--- config.mk ---
export PLATFORM = sky130hd
export DESIGN_NAME = operand_fetch_flat
export DESIGN_NICKNAME = d
export VERILOG_FILES = /design/src/rtl/operand_fetch_if.sv /design/src/rtl/operand_fetch.sv /design/src/flat_wrapper.sv
export SDC_FILE = /design/constraint.sdc
export NUM_CORES = 1
export LEC_CHECK = 0
export ABC_AREA = 0
export BUFFER_PORTS_ARGS = -buffer_cell sky130_fd_sc_hd__buf_2
export CAP_MARGIN = 10
export CELL_PAD_IN_SITES_DETAIL_PLACEMENT = 0
export CELL_PAD_IN_SITES_GLOBAL_PLACEMENT = 1
export CORE_ASPECT_RATIO = 1.1
export CORE_MARGIN = 2
export CORE_UTILIZATION = 38
export DETAILED_ROUTE_END_ITERATION = 10
export GPL_TIMING_DRIVEN = 0
export PLACE_DENSITY = 0.84
export SYNTH_ARGS = -nofsm -noshare
export SYNTH_HDL_FRONTEND = slang
export SYNTH_SLANG_ARGS = --single-unit
--- constraint.sdc ---
create_clock -name clk -period 2.8 [get_ports clk]
set_input_delay 0.28 -clock clk [delete_from_list [all_inputs] [get_ports clk]]
set_output_delay 0.28 -clock clk [all_outputs]
set_load 0.02 [all_outputs]
--- src/rtl/operand_fetch_if.sv ---
// operand_fetch_if: decode, register memory, write-back and execute signals of the issue stage
interface operand_fetch_if #(
  parameter int WIDTH = 32,
  parameter int N = 4
);
  localparam int AW = $clog2(N);
  logic in_valid;
  logic in_ready;
  logic [AW-1:0] in_rs1;
  logic [AW-1:0] in_rs2;
  logic [AW-1:0] in_rd;
  logic in_rd_we;
  logic [1:0] rf_read_en;
  logic [AW-1:0] rf_read_adr [2];
  logic [WIDTH-1:0] rf_data [2];
  logic wb_en;
  logic [AW-1:0] wb_adr;
  logic [WIDTH-1:0] wb_data;
  logic out_valid;
  logic out_ready;
  logic [WIDTH-1:0] out_op1;
  logic [WIDTH-1:0] out_op2;
  logic [AW-1:0] out_rd;
  logic out_rd_we;
  modport master (
    input in_valid, in_rs1, in_rs2, in_rd, in_rd_we, rf_data, wb_en, wb_adr, wb_data, out_ready,
    output in_ready, rf_read_en, rf_read_adr, out_valid, out_op1, out_op2, out_rd, out_rd_we
  );
  modport slave (
    output in_valid, in_rs1, in_rs2, in_rd, in_rd_we, rf_data, wb_en, wb_adr, wb_data, out_ready,
    input in_ready, rf_read_en, rf_read_adr, out_valid, out_op1, out_op2, out_rd, out_rd_we
  );
endinterface

--- src/rtl/operand_fetch.sv ---
// operand_fetch: issue stage with busy scoreboard, write-back bypass and valid/ready output
module operand_fetch #(
  parameter int WIDTH = 32,
  parameter int N = 4
) (
  input logic clk,
  input logic reset,
  operand_fetch_if.master f
);
  localparam int AW = $clog2(N);
  typedef enum logic [1:0] {IDLE, CHECK, READ, VALID} state_t;
  state_t state, next;
  logic [AW-1:0] rs1, rs2, rd;
  logic rd_we;
  logic [N-1:0] busy, set_mask, clr_mask;
  logic [1:0] bypass;
  logic [WIDTH-1:0] wb_cap;
  logic hit1, hit2, hitd, stall, hs;
  // hazard detection; a write-back landing this cycle resolves the hazard on its register
  always_comb begin
    hit1 = f.wb_en && f.wb_adr == rs1;
    hit2 = f.wb_en && f.wb_adr == rs2;
    hitd = f.wb_en && f.wb_adr == rd;
    stall = (busy[rs1] && !hit1) || (busy[rs2] && !hit2) || (rd_we && busy[rd] && !hitd);
    hs = state == VALID && f.out_ready;
    set_mask = (hs && f.out_rd_we) ? N'(1) << f.out_rd : '0;
    clr_mask = f.wb_en ? N'(1) << f.wb_adr : '0;
  end
  // state register
  always_ff @(posedge clk)
    state <= !reset ? IDLE : next;
  // next-state logic
  always_comb begin
    next = state;
    case (state)
      IDLE: next = (f.in_valid && f.in_ready) ? CHECK : IDLE;
      CHECK: next = stall ? CHECK : READ;
      READ: next = VALID;
      VALID: next = !f.out_ready ? VALID : f.in_valid ? CHECK : IDLE;
      default: next = IDLE;
    endcase
  end
  // handshake and register-memory read outputs
  always_comb begin
    f.in_ready = state == IDLE || hs;
    f.out_valid = state == VALID;
    f.rf_read_en = (state == CHECK && !stall) ? 2'b11 : 2'b00;
    f.rf_read_adr[0] = rs1;
    f.rf_read_adr[1] = rs2;
  end
  // instruction latch, bypass capture, operand registers and scoreboard; set beats clear on one register
  always_ff @(posedge clk) begin
    if (!reset) begin
      {rs1, rs2, rd, rd_we} <= '0;
      bypass <= '0;
      wb_cap <= '0;
      busy <= '0;
      f.out_op1 <= '0;
      f.out_op2 <= '0;
      f.out_rd <= '0;
      f.out_rd_we <= 1'b0;
    end else begin
      if (f.in_valid && f.in_ready)
        {rs1, rs2, rd, rd_we} <= {f.in_rs1, f.in_rs2, f.in_rd, f.in_rd_we};
      if (state == CHECK && !stall) begin
        bypass <= {hit2, hit1};
        wb_cap <= f.wb_data;
      end
      if (state == READ) begin
        f.out_op1 <= bypass[0] ? wb_cap : f.rf_data[0];
        f.out_op2 <= bypass[1] ? wb_cap : f.rf_data[1];
        f.out_rd <= rd;
        f.out_rd_we <= rd_we;
        bypass <= '0;
      end
      busy <= (busy & ~clr_mask) | set_mask;
    end
  end
endmodule

--- src/flat_wrapper.sv ---
// flat-port wrapper written by rule: the top's interface ports become plain ports
module operand_fetch_flat 
#(
  parameter int WIDTH = 32,
  parameter int N = 4
)
  (clk, reset, f_in_valid, f_in_rs1, f_in_rs2, f_in_rd, f_in_rd_we, f_rf_data, f_wb_en, f_wb_adr, f_wb_data, f_out_ready, f_in_ready, f_rf_read_en, f_rf_read_adr, f_out_valid, f_out_op1, f_out_op2, f_out_rd, f_out_rd_we);
  operand_fetch_if #(.WIDTH(WIDTH), .N(N)) f_i ();
  input logic clk;
  input logic reset;
  input wire logic [$bits(f_i.in_valid)-1:0] f_in_valid;
  input wire logic [$bits(f_i.in_rs1)-1:0] f_in_rs1;
  input wire logic [$bits(f_i.in_rs2)-1:0] f_in_rs2;
  input wire logic [$bits(f_i.in_rd)-1:0] f_in_rd;
  input wire logic [$bits(f_i.in_rd_we)-1:0] f_in_rd_we;
  input wire logic [$bits(f_i.rf_data)-1:0] f_rf_data;
  input wire logic [$bits(f_i.wb_en)-1:0] f_wb_en;
  input wire logic [$bits(f_i.wb_adr)-1:0] f_wb_adr;
  input wire logic [$bits(f_i.wb_data)-1:0] f_wb_data;
  input wire logic [$bits(f_i.out_ready)-1:0] f_out_ready;
  output wire logic [$bits(f_i.in_ready)-1:0] f_in_ready;
  output wire logic [$bits(f_i.rf_read_en)-1:0] f_rf_read_en;
  output wire logic [$bits(f_i.rf_read_adr)-1:0] f_rf_read_adr;
  output wire logic [$bits(f_i.out_valid)-1:0] f_out_valid;
  output wire logic [$bits(f_i.out_op1)-1:0] f_out_op1;
  output wire logic [$bits(f_i.out_op2)-1:0] f_out_op2;
  output wire logic [$bits(f_i.out_rd)-1:0] f_out_rd;
  output wire logic [$bits(f_i.out_rd_we)-1:0] f_out_rd_we;
  assign f_i.in_valid = f_in_valid;
  assign f_i.in_rs1 = f_in_rs1;
  assign f_i.in_rs2 = f_in_rs2;
  assign f_i.in_rd = f_in_rd;
  assign f_i.in_rd_we = f_in_rd_we;
  assign f_i.rf_data = {>>{f_rf_data}};
  assign f_i.wb_en = f_wb_en;
  assign f_i.wb_adr = f_wb_adr;
  assign f_i.wb_data = f_wb_data;
  assign f_i.out_ready = f_out_ready;
  assign f_in_ready = f_i.in_ready;
  assign f_rf_read_en = f_i.rf_read_en;
  assign f_rf_read_adr = {>>{f_i.rf_read_adr}};
  assign f_out_valid = f_i.out_valid;
  assign f_out_op1 = f_i.out_op1;
  assign f_out_op2 = f_i.out_op2;
  assign f_out_rd = f_i.out_rd;
  assign f_out_rd_we = f_i.out_rd_we;
  operand_fetch #(.WIDTH(WIDTH), .N(N)) u_core (.clk(clk), .reset(reset), .f(f_i));
endmodule
==> impl_metrics.tcl, run 1 <==
set metrics [dict create \
    track_usage_pct 20.3 \
    htreeDepth 4 \
    slew_headroom_pct 44.8 \
    cts_buffers 17 \
    synth_cell_types 30 \
    tritoncts "yes" \
    grt_pass1_wl_um 21300 \
    netlist_top_cells_area "dfxtp_1 (48%), mux2i_1 (22%), nand2_1 (11%), o21ai_0 (7.0%), clkbuf_1 (2.1%)" \
    post_drt_via_cell_ratio 4.89 \
    worstMarginPinSlew_ns 0.828 \
    finalSetupViolations 0 \
    rows 42 \
    cp_top_family "buffers and inverters" \
    maxSlewViolCount 0 \
    period_needed_ns 2.61 \
    dieArea_um2 13400 \
    cts_resized 0 \
    rsz0062_at_grt "no" \
    hp-class "primary input to flop" \
    start_util_pct 39.2 \
    nFillCells 1164 \
    crit_buf_inv 4 \
    yosysWarnings 0 \
    hold_viol_final 0 \
    chipHeight_um 121 \
    syn2layout_area_growth_pct 36.9 \
    crit_fanout 11 \
    grt_max_degree 17 \
    core_area_um2 12100 \
    async_flop_share_pct 0 \
    status "complete, no violations" \
    fin_skew_ns 0.00806 \
    multi_input_area_um2 2240 \
    antenna_found_initial 2 \
    synth_cells 509 \
    yosysSeqAreaShare_pct 48.1 \
    fmax_ghz 0.383 \
    vias 4314 \
    whs_ns 0.102 \
    syn_area_per_cell_um2 9.31 \
    dpl.hpwl_um 10300 \
    powerDensity_nw_per_um2 729 \
    placed_cell_area_um2 5840 \
    critPathKind "flop to output port" \
    grt_pass1_vias 4283 \
    ir_drop_mv 0.356 \
    p_int_mw 3.54 \
    fin_cells 882 \
    cpMaxStageDelayCell "mux4_2" \
    synth_top_cell_area_share_pct 48.1 \
    cp.required_ns 2.52 \
    dr.pass1.iters 5 \
    syn_area_um2 4740 \
    clock_latency_ns 0.40 \
    syn_nets 619 \
    antenna_left 0 \
    post-place-cells 845 \
    synth_top_area_cell "dfxtp_1" \
    clockBufferDepth 2 \
    start_kind "flop" \
    die_w_um 110 \
    path_clk_slew_ns 0.05 \
    layout_common_cells "buf_2 (182), nand2_1 (135), dfxtp_1 (114)" \
    synth_ff_type "dfxtp_1" \
    drc 0 \
    tns_ns 0 \
    power.switching_mw 1.18 \
    worst_path_largest_cell_delay_ns 0.52 \
    grt-ovfl-total 0 \
    timing.critical_path.cells "mux4_2 -> o31a_1 -> nor4_2 -> buf_6 -> buf_12 -> buf_4 -> buf_2" \
    drive_gt1_share_pct 31.0 \
    fin_util_pct 53.7 \
    end_kind "output port" \
    combinationalPowerShare_pct 13.5 \
    synth_edf_count 0 \
    io_buffers 182 \
    nets 823 \
    ioPinCount 185 \
    clock_sinks 114 \
    maxCapViolations 0 \
    place_congestion 0.751 \
    clock_power_share_pct 47.8 \
    pwr-share-seq_pct 38.7 \
    ys_ff_latch 114 \
    final_common_cell "buf_2" \
    p_leak_nw 2.85 \
    seqCellArea_um2 2280 \
    p_sw_share_pct 25.1 \
    wl_per_cell_um 15.4 \
    fin_crit_sh_pct 93.2 \
    drt_iter0_drc 163 \
    totalWireLength_um 13600 \
    cts-root-buf "clkbuf_16" \
    cp_data_arrival_time_ns 2.33 \
    post-route-cell-area_um2 6490 \
]
-- layout make-up --
| cell class | instances | area share [%] |
|---|---|---|
| antenna | 2 | 0.0771 |
| clock inverter | 11 | 2.45 |
| clock buffer | 21 | 7.09 |
| multi-input combinational | 353 | 34.5 |
| tap | 154 | 2.97 |
| sequential | 114 | 35.2 |
| buffer | 36 | 3.01 |
| timing repair buffer | 185 | 14.4 |
| inverter | 6 | 0.347 |
-- power groups by stage --
stage          Combinational [mW]  Sequential, mW  Clock [mW]
3_3_place_gp                0.624            1.86           0
2_1_floorplan               0.318            1.93           0
3_5_place_dp                0.638            1.86           0
6_report                    0.641            1.83        2.26
4_1_cts                     0.641            1.83        2.29
5_1_grt                     0.696            1.85        2.38
-- tightest hold or removal path, stage by stage --
cell	delay, ns
buf_2	0.07
mux2i_1	0.05
nor2_1	0.07
-- worst paths after layout --
check	end	startpoint	cells past startpoint	slack (ns)
setup / recovery	f_rf_read_en[1]	u_core.rs2[0]$_SDFFE_PN0P_	7	0.19
hold / removal	u_core.rs1[1]$_SDFFE_PN0P_	f_in_rs1[1]	3	0.10
setup reg to reg	u_core.wb_cap[11]$_SDFFE_PN0P_	u_core.rs2[0]$_SDFFE_PN0P_	7	0.71
hold reg to reg	u_core.f.out_op1[10]$_SDFFE_PN0P_	u_core.f.out_op1[10]$_SDFFE_PN0P_	2	0.45
-- routing by layer --
metal / share of wire, % / wire length (µm) / track usage (%) / vias to the layer above
met4: 1.8 / 246 / 8.20 / 0
met2: 49 / 6640 / 34.6 / 133
met3: 5.7 / 772 / 6.04 / 16
met1: 44 / 5900 / 23.9 / 2019
li1: - / - / - / 2146
met5: 0 / 0 / 0 / -
-- cell families (layout without fill, tap and decap cells) --
logic type / Yosys count / after routing / synth area share [%]
other: 0 / 2 / 0
xor gates and xnor gates: 6 / 6 / 1.11
and+or+nand+nor: 158 / 158 / 13.2
muxes: 108 / 108 / 23.6
buffers and inverters: 42 / 259 / 4.59
DFF: 114 / 114 / 48.1
AOI/OAI and AO/OA: 81 / 81 / 9.37
-- metrics by stage --
| stage | setup WS, ns | total power, mW |
|---|---|---|
| global route | 0.0704 | 4.92 |
| detailed placement | 0.492 | 2.50 |
| finish | 0.190 | 4.73 |
| floorplan | 0.589 | 2.24 |
| CTS | 0.0421 | 4.76 |
| global placement | 0.516 | 2.48 |
-- flip-flops by register name, indices dropped and copies added (netlist names) --
| register | count |
|---|---|
| u_core.rs1 | 2 |
| u_core.f.out_rd | 2 |
| u_core.state | 2 |
| u_core.busy | 4 |
| u_core.f.out_op2 | 32 |
| u_core.bypass | 2 |
| u_core.rd | 2 |
| u_core.rs2 | 2 |
| u_core.f.out_op1 | 32 |
| u_core.wb_cap | 32 |
| u_core.rd_we | 1 |
| u_core.f.out_rd_we | 1 |
-- cell usage after synthesis, drive strengths merged (2+ instances only) --
| library cell | number |
|---|---|
| or3 | 2 |
| o21ai | 66 |
| a22o | 3 |
| o31a | 2 |
| clkbuf | 27 |
| buf | 9 |
| nand2 | 135 |
| dfxtp | 114 |
| nand3 | 3 |
| inv | 6 |
| and2 | 2 |
| a21oi | 4 |
| xor2 | 6 |
| nor3 | 2 |
| nor2 | 10 |
| mux2i | 105 |
| mux4 | 3 |
-- timing repair --
item	CTS	global route
setup buffers	0	3
hold buffers	0	0
endpoints found under the setup margin	0	1
No activity file was read; power rests on OpenSTA's default activity.
==> run 2: changes to the inputs <==
--- a/config.mk
+++ b/config.mk
@@ -12,10 +12,10 @@
 export CELL_PAD_IN_SITES_GLOBAL_PLACEMENT = 1
 export CORE_ASPECT_RATIO = 1.1
 export CORE_MARGIN = 2
-export CORE_UTILIZATION = 38
+export CORE_UTILIZATION = 35
 export DETAILED_ROUTE_END_ITERATION = 10
 export GPL_TIMING_DRIVEN = 0
-export PLACE_DENSITY = 0.84
+export PLACE_DENSITY = 0.79
 export SYNTH_ARGS = -nofsm -noshare
 export SYNTH_HDL_FRONTEND = slang
 export SYNTH_SLANG_ARGS = --single-unit
==> constraint.sdc (replaced) <==
create_clock -name clk -period 2.9 [get_ports clk]
set_input_delay 0.29 -clock clk [delete_from_list [all_inputs] [get_ports clk]]
set_output_delay 0.29 -clock clk [all_outputs]
set_load 0.02 [all_outputs]
==> run 2 against run 1 <==
Via count decreased by 1.6%. Count of clock-buffer cells in the layout increased by 6. Setup slack got worse by 0.021 ns. Largest cell class unchanged. Global-route usage decreased by 1.2 points.
==> impl_metrics.tcl, run 2 (synthesis results as in run 1) <==
set metrics [dict create \
    status "complete, no violations" \
    fin_crit_sh_pct 94.2 \
    powerDensity_nw_per_um2 680 \
    totalWireLength_um 13600 \
    cts-root-buf "clkbuf_16" \
    grt_pass1_vias 4275 \
    cts_resized 0 \
    end_kind "output port" \
    placed_cell_area_um2 5850 \
    ioPinCount 185 \
    antenna_left 0 \
    cts_setup_buffers 0 \
    drive_gt1_share_pct 30.5 \
    period_needed_ns 2.73 \
    dr.pass1.iters 4 \
    maxSlewViolCount 0 \
    grt-ovfl-total 0 \
    chipHeight_um 126 \
    clock_sinks 114 \
    layout_common_cells "buf_2 (182), nand2_1 (135), dfxtp_1 (114)" \
    core_area_um2 13200 \
    track_usage_pct 19.0 \
    fin_skew_ns 0.00627 \
    start_kind "flop" \
    slew_headroom_pct 41.8 \
    cp_data_arrival_time_ns 2.44 \
    final_common_cell "buf_2" \
    clock_latency_ns 0.41 \
    wl_per_cell_um 15.4 \
    clock_power_share_pct 45.6 \
    rsz0062_at_grt "no" \
    cts_hold_buf 0 \
    start_util_pct 35.9 \
    startpoint "u_core.rs2[0]$_SDFFE_PN0P_" \
    crit_fanout 11 \
    r2r-start "u_core.rs2[0]$_SDFFE_PN0P_" \
    ir_drop_mv 0.331 \
    combinationalPowerShare_pct 14.0 \
    top_regs "u_core.f.out_op1: 32 flops, u_core.f.out_op2: 32 flops, u_core.wb_cap: 32 flops" \
    clockBufferDepth 2 \
    worst_path_largest_cell_delay_ns 0.52 \
    post-route-cell-area_um2 6430 \
    cpMaxStageDelayCell "mux4_2" \
    pwr-share-seq_pct 40.4 \
    grt_pass1_wl_um 21300 \
    finalSetupViolations 0 \
    fmax_ghz 0.366 \
    rows 44 \
    timing.critical_path.cells "mux4_2 -> o31a_1 -> nor4_2 -> buf_6 -> buf_12 -> buf_4 -> buf_2" \
    maxCapViolations 0 \
    worstMarginPinSlew_ns 0.873 \
    post_drt_via_cell_ratio 4.80 \
    p_int_mw 3.27 \
    antenna_found_initial 1 \
    drc 0 \
    critPathKind "flop to output port" \
    p_sw_share_pct 25.3 \
    tns_ns 0 \
    fin_util_pct 48.7 \
    vias 4243 \
    min_from "f_in_rs1[0]" \
    hold_viol_final 0 \
    place_congestion 0.753 \
    cp.required_ns 2.61 \
    cts_buffers 17 \
    dieArea_um2 14500 \
    nets 820 \
    path_clk_slew_ns 0.05 \
    power.switching_mw 1.10 \
    grt_max_degree 17 \
    htreeDepth 4 \
    io_buffers 182 \
    tritoncts "yes" \
    syn2layout_area_growth_pct 35.7 \
    die_w_um 115 \
    p_leak_nw 2.82 \
    drt_iter0_drc 165 \
    dpl.hpwl_um 10400 \
    hp-class "primary input to flop" \
]
## run 2: routing by layer
metal,global-route usage (%),vias up,part of all wire [%]
met4,8.15,0,1.9
met3,5.25,15,5.4
met5,0,-,0
met1,22.7,1974,45
met2,31.9,119,48
li1,-,2135,-
## run 2: power by group through the flow
stage | logic (mW) | clock network (mW) | registers (mW)
2_1_floorplan | 0.307 | 0 | 1.86
3_3_place_gp | 0.607 | 0 | 1.79
3_5_place_dp | 0.619 | 0 | 1.80
4_1_cts | 0.622 | 2.04 | 1.77
5_1_grt | 0.668 | 2.11 | 1.78
6_report | 0.611 | 2.00 | 1.77
## run 2: through the flow
step	hold slack, ns	worst slack (ns)	cells	total power, mW
finish	0.117	0.169	884	4.38
floorplan	0.425	0.679	509	2.17
global placement	0.430	0.598	852	2.40
global route	0.117	0.0741	883	4.56
detailed placement	0.438	0.578	852	2.42
CTS	0.102	0.131	883	4.43
## run 2: path summary, 6_finish.rpt
kind | end | slack (ns) | cells after the start
hold reg to reg | u_core.f.out_op2[10]$_SDFFE_PN0P_ | 0.44 | 2
setup reg to reg | u_core.wb_cap[15]$_SDFFE_PN0P_ | 0.85 | 6
hold / removal | u_core.rs1[0]$_SDFFE_PN0P_ | 0.12 | 3
setup / recovery | f_rf_read_en[1] | 0.17 | 7
## run 2: critical path: cells and delay by family, from the launching register on
kind                   cells  cell delay (ns)
buffers and inverters      4             0.66
multiplexers               1             0.52
flip-flops                 1             0.41
AND/OR/NAND/NOR            1             0.32
AO/OA/AOI/OAI              1             0.12
## run 2: area by class of cell
type | instances | area [µm²]
fillers | 1276 | 6780
flip-flops and latches | 114 | 2280
multi-input cells | 353 | 2240
repair buffers | 182 | 911
clock buffers | 27 | 533
well taps | 161 | 201
plain buffers | 36 | 195
clock inverters | 4 | 45.0
inverters | 6 | 22.5
diodes | 1 | 2.50
==> run 3: changes to the inputs <==
--- a/config.mk
+++ b/config.mk
@@ -10,12 +10,13 @@
 export CAP_MARGIN = 10
 export CELL_PAD_IN_SITES_DETAIL_PLACEMENT = 0
 export CELL_PAD_IN_SITES_GLOBAL_PLACEMENT = 1
-export CORE_ASPECT_RATIO = 1.1
+export CORE_ASPECT_RATIO = 0.7
 export CORE_MARGIN = 2
 export CORE_UTILIZATION = 35
 export DETAILED_ROUTE_END_ITERATION = 10
 export GPL_TIMING_DRIVEN = 0
 export PLACE_DENSITY = 0.79
+export RECOVER_POWER = 25
 export SYNTH_ARGS = -nofsm -noshare
 export SYNTH_HDL_FRONTEND = slang
 export SYNTH_SLANG_ARGS = --single-unit
==> run 3 against run 2 <==
Global-route usage grew 0.62 points. Final area grew 0.78%. Die area hardly changed. Register-to-register slack barely moved. Count of clock-buffer cells in the layout decreased by 7. Final cell count rose by 2.9%. Routed wire length is 5.0% higher. Sequential share of layout area decreased by 0.27 points. Clock skew is 0.00081 ns higher. Critical endpoint unchanged. Largest power group unchanged.
==> impl_metrics.tcl, run 3 (synthesis results as in run 1) <==
set metrics [dict create \
    status "complete, no violations" \
    vias 4284 \
    timing.critical_path.cells "mux4_2 -> o31a_1 -> nor4_2 -> buf_6 -> buf_12 -> buf_4 -> buf_2" \
    fin_skew_ns 0.00709 \
    nets 820 \
    p_leak_nw 2.65 \
    start_util_pct 36.0 \
    whs_ns 0.118 \
    clock_latency_ns 0.41 \
    fin_cells 910 \
    dieArea_um2 14500 \
    core_area_um2 13200 \
    io_buffers 182 \
    rows 35 \
    cp_data_arrival_time_ns 2.44 \
    cts-root-buf "clkbuf_16" \
    cts_buffers 17 \
    worstMarginPinSlew_ns 0.885 \
    powerDensity_nw_per_um2 721 \
    drt_iter0_drc 157 \
    startpoint "u_core.rs2[0]$_SDFFE_PN0P_" \
    fmax_ghz 0.366 \
    cp.required_ns 2.61 \
    ir_drop_mv 0.409 \
    path_clk_slew_ns 0.06 \
    chipHeight_um 101 \
    post-place-cells 876 \
    final_common_cell "buf_2" \
    totalWireLength_um 14300 \
    slew_headroom_pct 41.0 \
    rsz0062_at_grt "no" \
    critPathKind "flop to output port" \
    antenna_left 0 \
    wl_per_cell_um 15.7 \
    hp-class "primary input to flop" \
    tritoncts "yes" \
    dpl.hpwl_um 10800 \
    tns_ns 0 \
    power_mw 4.68 \
    grt_max_degree 17 \
    min_from "f_in_rs2[1]" \
    maxSlewViolCount 0 \
    r2r-start "u_core.rs2[0]$_SDFFE_PN0P_" \
    crit_fanout 11 \
    die_w_um 143 \
    pre_cts_slack_ns 0.532 \
    place_congestion 0.832 \
    cts_hold_buf 0 \
    cpMaxStageDelayCell "mux4_2" \
    ioPinCount 185 \
    setup_slack_ns 0.167 \
    grt_pass1_wl_um 21800 \
    layout_common_cells "buf_2 (137), nand2_1 (135), dfxtp_1 (114)" \
    start_kind "flop" \
    grt-ovfl-total 0 \
    maxCapViolations 0 \
    hold_viol_final 0 \
    post_drt_via_cell_ratio 4.71 \
    drc 0 \
    antenna_found_initial 1 \
    cts_setup_buffers 0 \
    clock_sinks 114 \
    htreeDepth 4 \
    track_usage_pct 19.6 \
    dr.pass1.iters 4 \
    clockBufferDepth 2 \
    end_kind "output port" \
    grt_pass1_vias 4222 \
    cts_resized 0 \
    finalSetupViolations 0 \
    worst_path_largest_cell_delay_ns 0.52 \
    top_regs "u_core.f.out_op1: 32 flops, u_core.f.out_op2: 32 flops, u_core.wb_cap: 32 flops" \
    drive_gt1_share_pct 24.5 \
    period_needed_ns 2.73 \
    fin_crit_sh_pct 94.2 \
    syn2layout_area_growth_pct 36.8 \
]
==> run 3: cell types whose count changed in the layout (fill, tap and decap cells not counted), sizes merged <==
cell      change
buf          -45
clkbuf       +38
bufinv        +4
clkinvlp      +2
clkinv        +1
diode         +1
inv           +1
==> run 3: area by class of cell <==
| type | instances | area, µm² |
|---|---|---|
| multi-input cells | 353 | 2240 |
| diodes | 2 | 5.00 |
| clock buffers | 20 | 447 |
| clock inverters | 12 | 205 |
| repair buffers | 182 | 855 |
| flip-flops and latches | 114 | 2280 |
| inverters | 6 | 22.5 |
| plain buffers | 36 | 195 |
| well taps | 185 | 231 |
| fillers | 1272 | 6700 |
==> run 3: final timing paths <==
path | cells past startpoint | slack [ns] | to
worst min-delay path | 3 | 0.12 | u_core.rs2[1]$_SDFFE_PN0P_
worst max register to register | 6 | 0.85 | u_core.wb_cap[10]$_SDFFE_PN0P_
worst max-delay path | 7 | 0.17 | f_rf_read_en[1]
worst min register to register | 2 | 0.45 | u_core.f.out_op2[8]$_SDFFE_PN0P_
==> run 3: per-layer routing <==
metal | wire, µm | global-route usage (%)
met1 | 6700 | 25.5
met2 | 6260 | 31.3
met5 | 0 | 0
met4 | 166 | 6.25
met3 | 1140 | 6.43
==> run 3: worst max-delay path: cells and delay by family (launching register included) <==
kind | cells | cell delay, ns
simple gates | 1 | 0.31
flops | 1 | 0.42
buf+inv | 4 | 0.67
mux | 1 | 0.52
compound gates | 1 | 0.12
==> run 3: through the flow <==
step	util, %	cell area (µm²)
global placement	44.6	5880
CTS	49.6	6540
finish	49.2	6480
floorplan	-	4740
global route	49.2	6480
detailed placement	44.6	5880
==> run 3: where the power goes <==
group / leakage (nW) / internal, mW / total, mW / switching [mW]
clock network: 0.311 / 1.55 / 2.31 / 0.753
logic: 1.41 / 0.246 / 0.602 / 0.356
registers: 0.928 / 1.68 / 1.77 / 0.0856
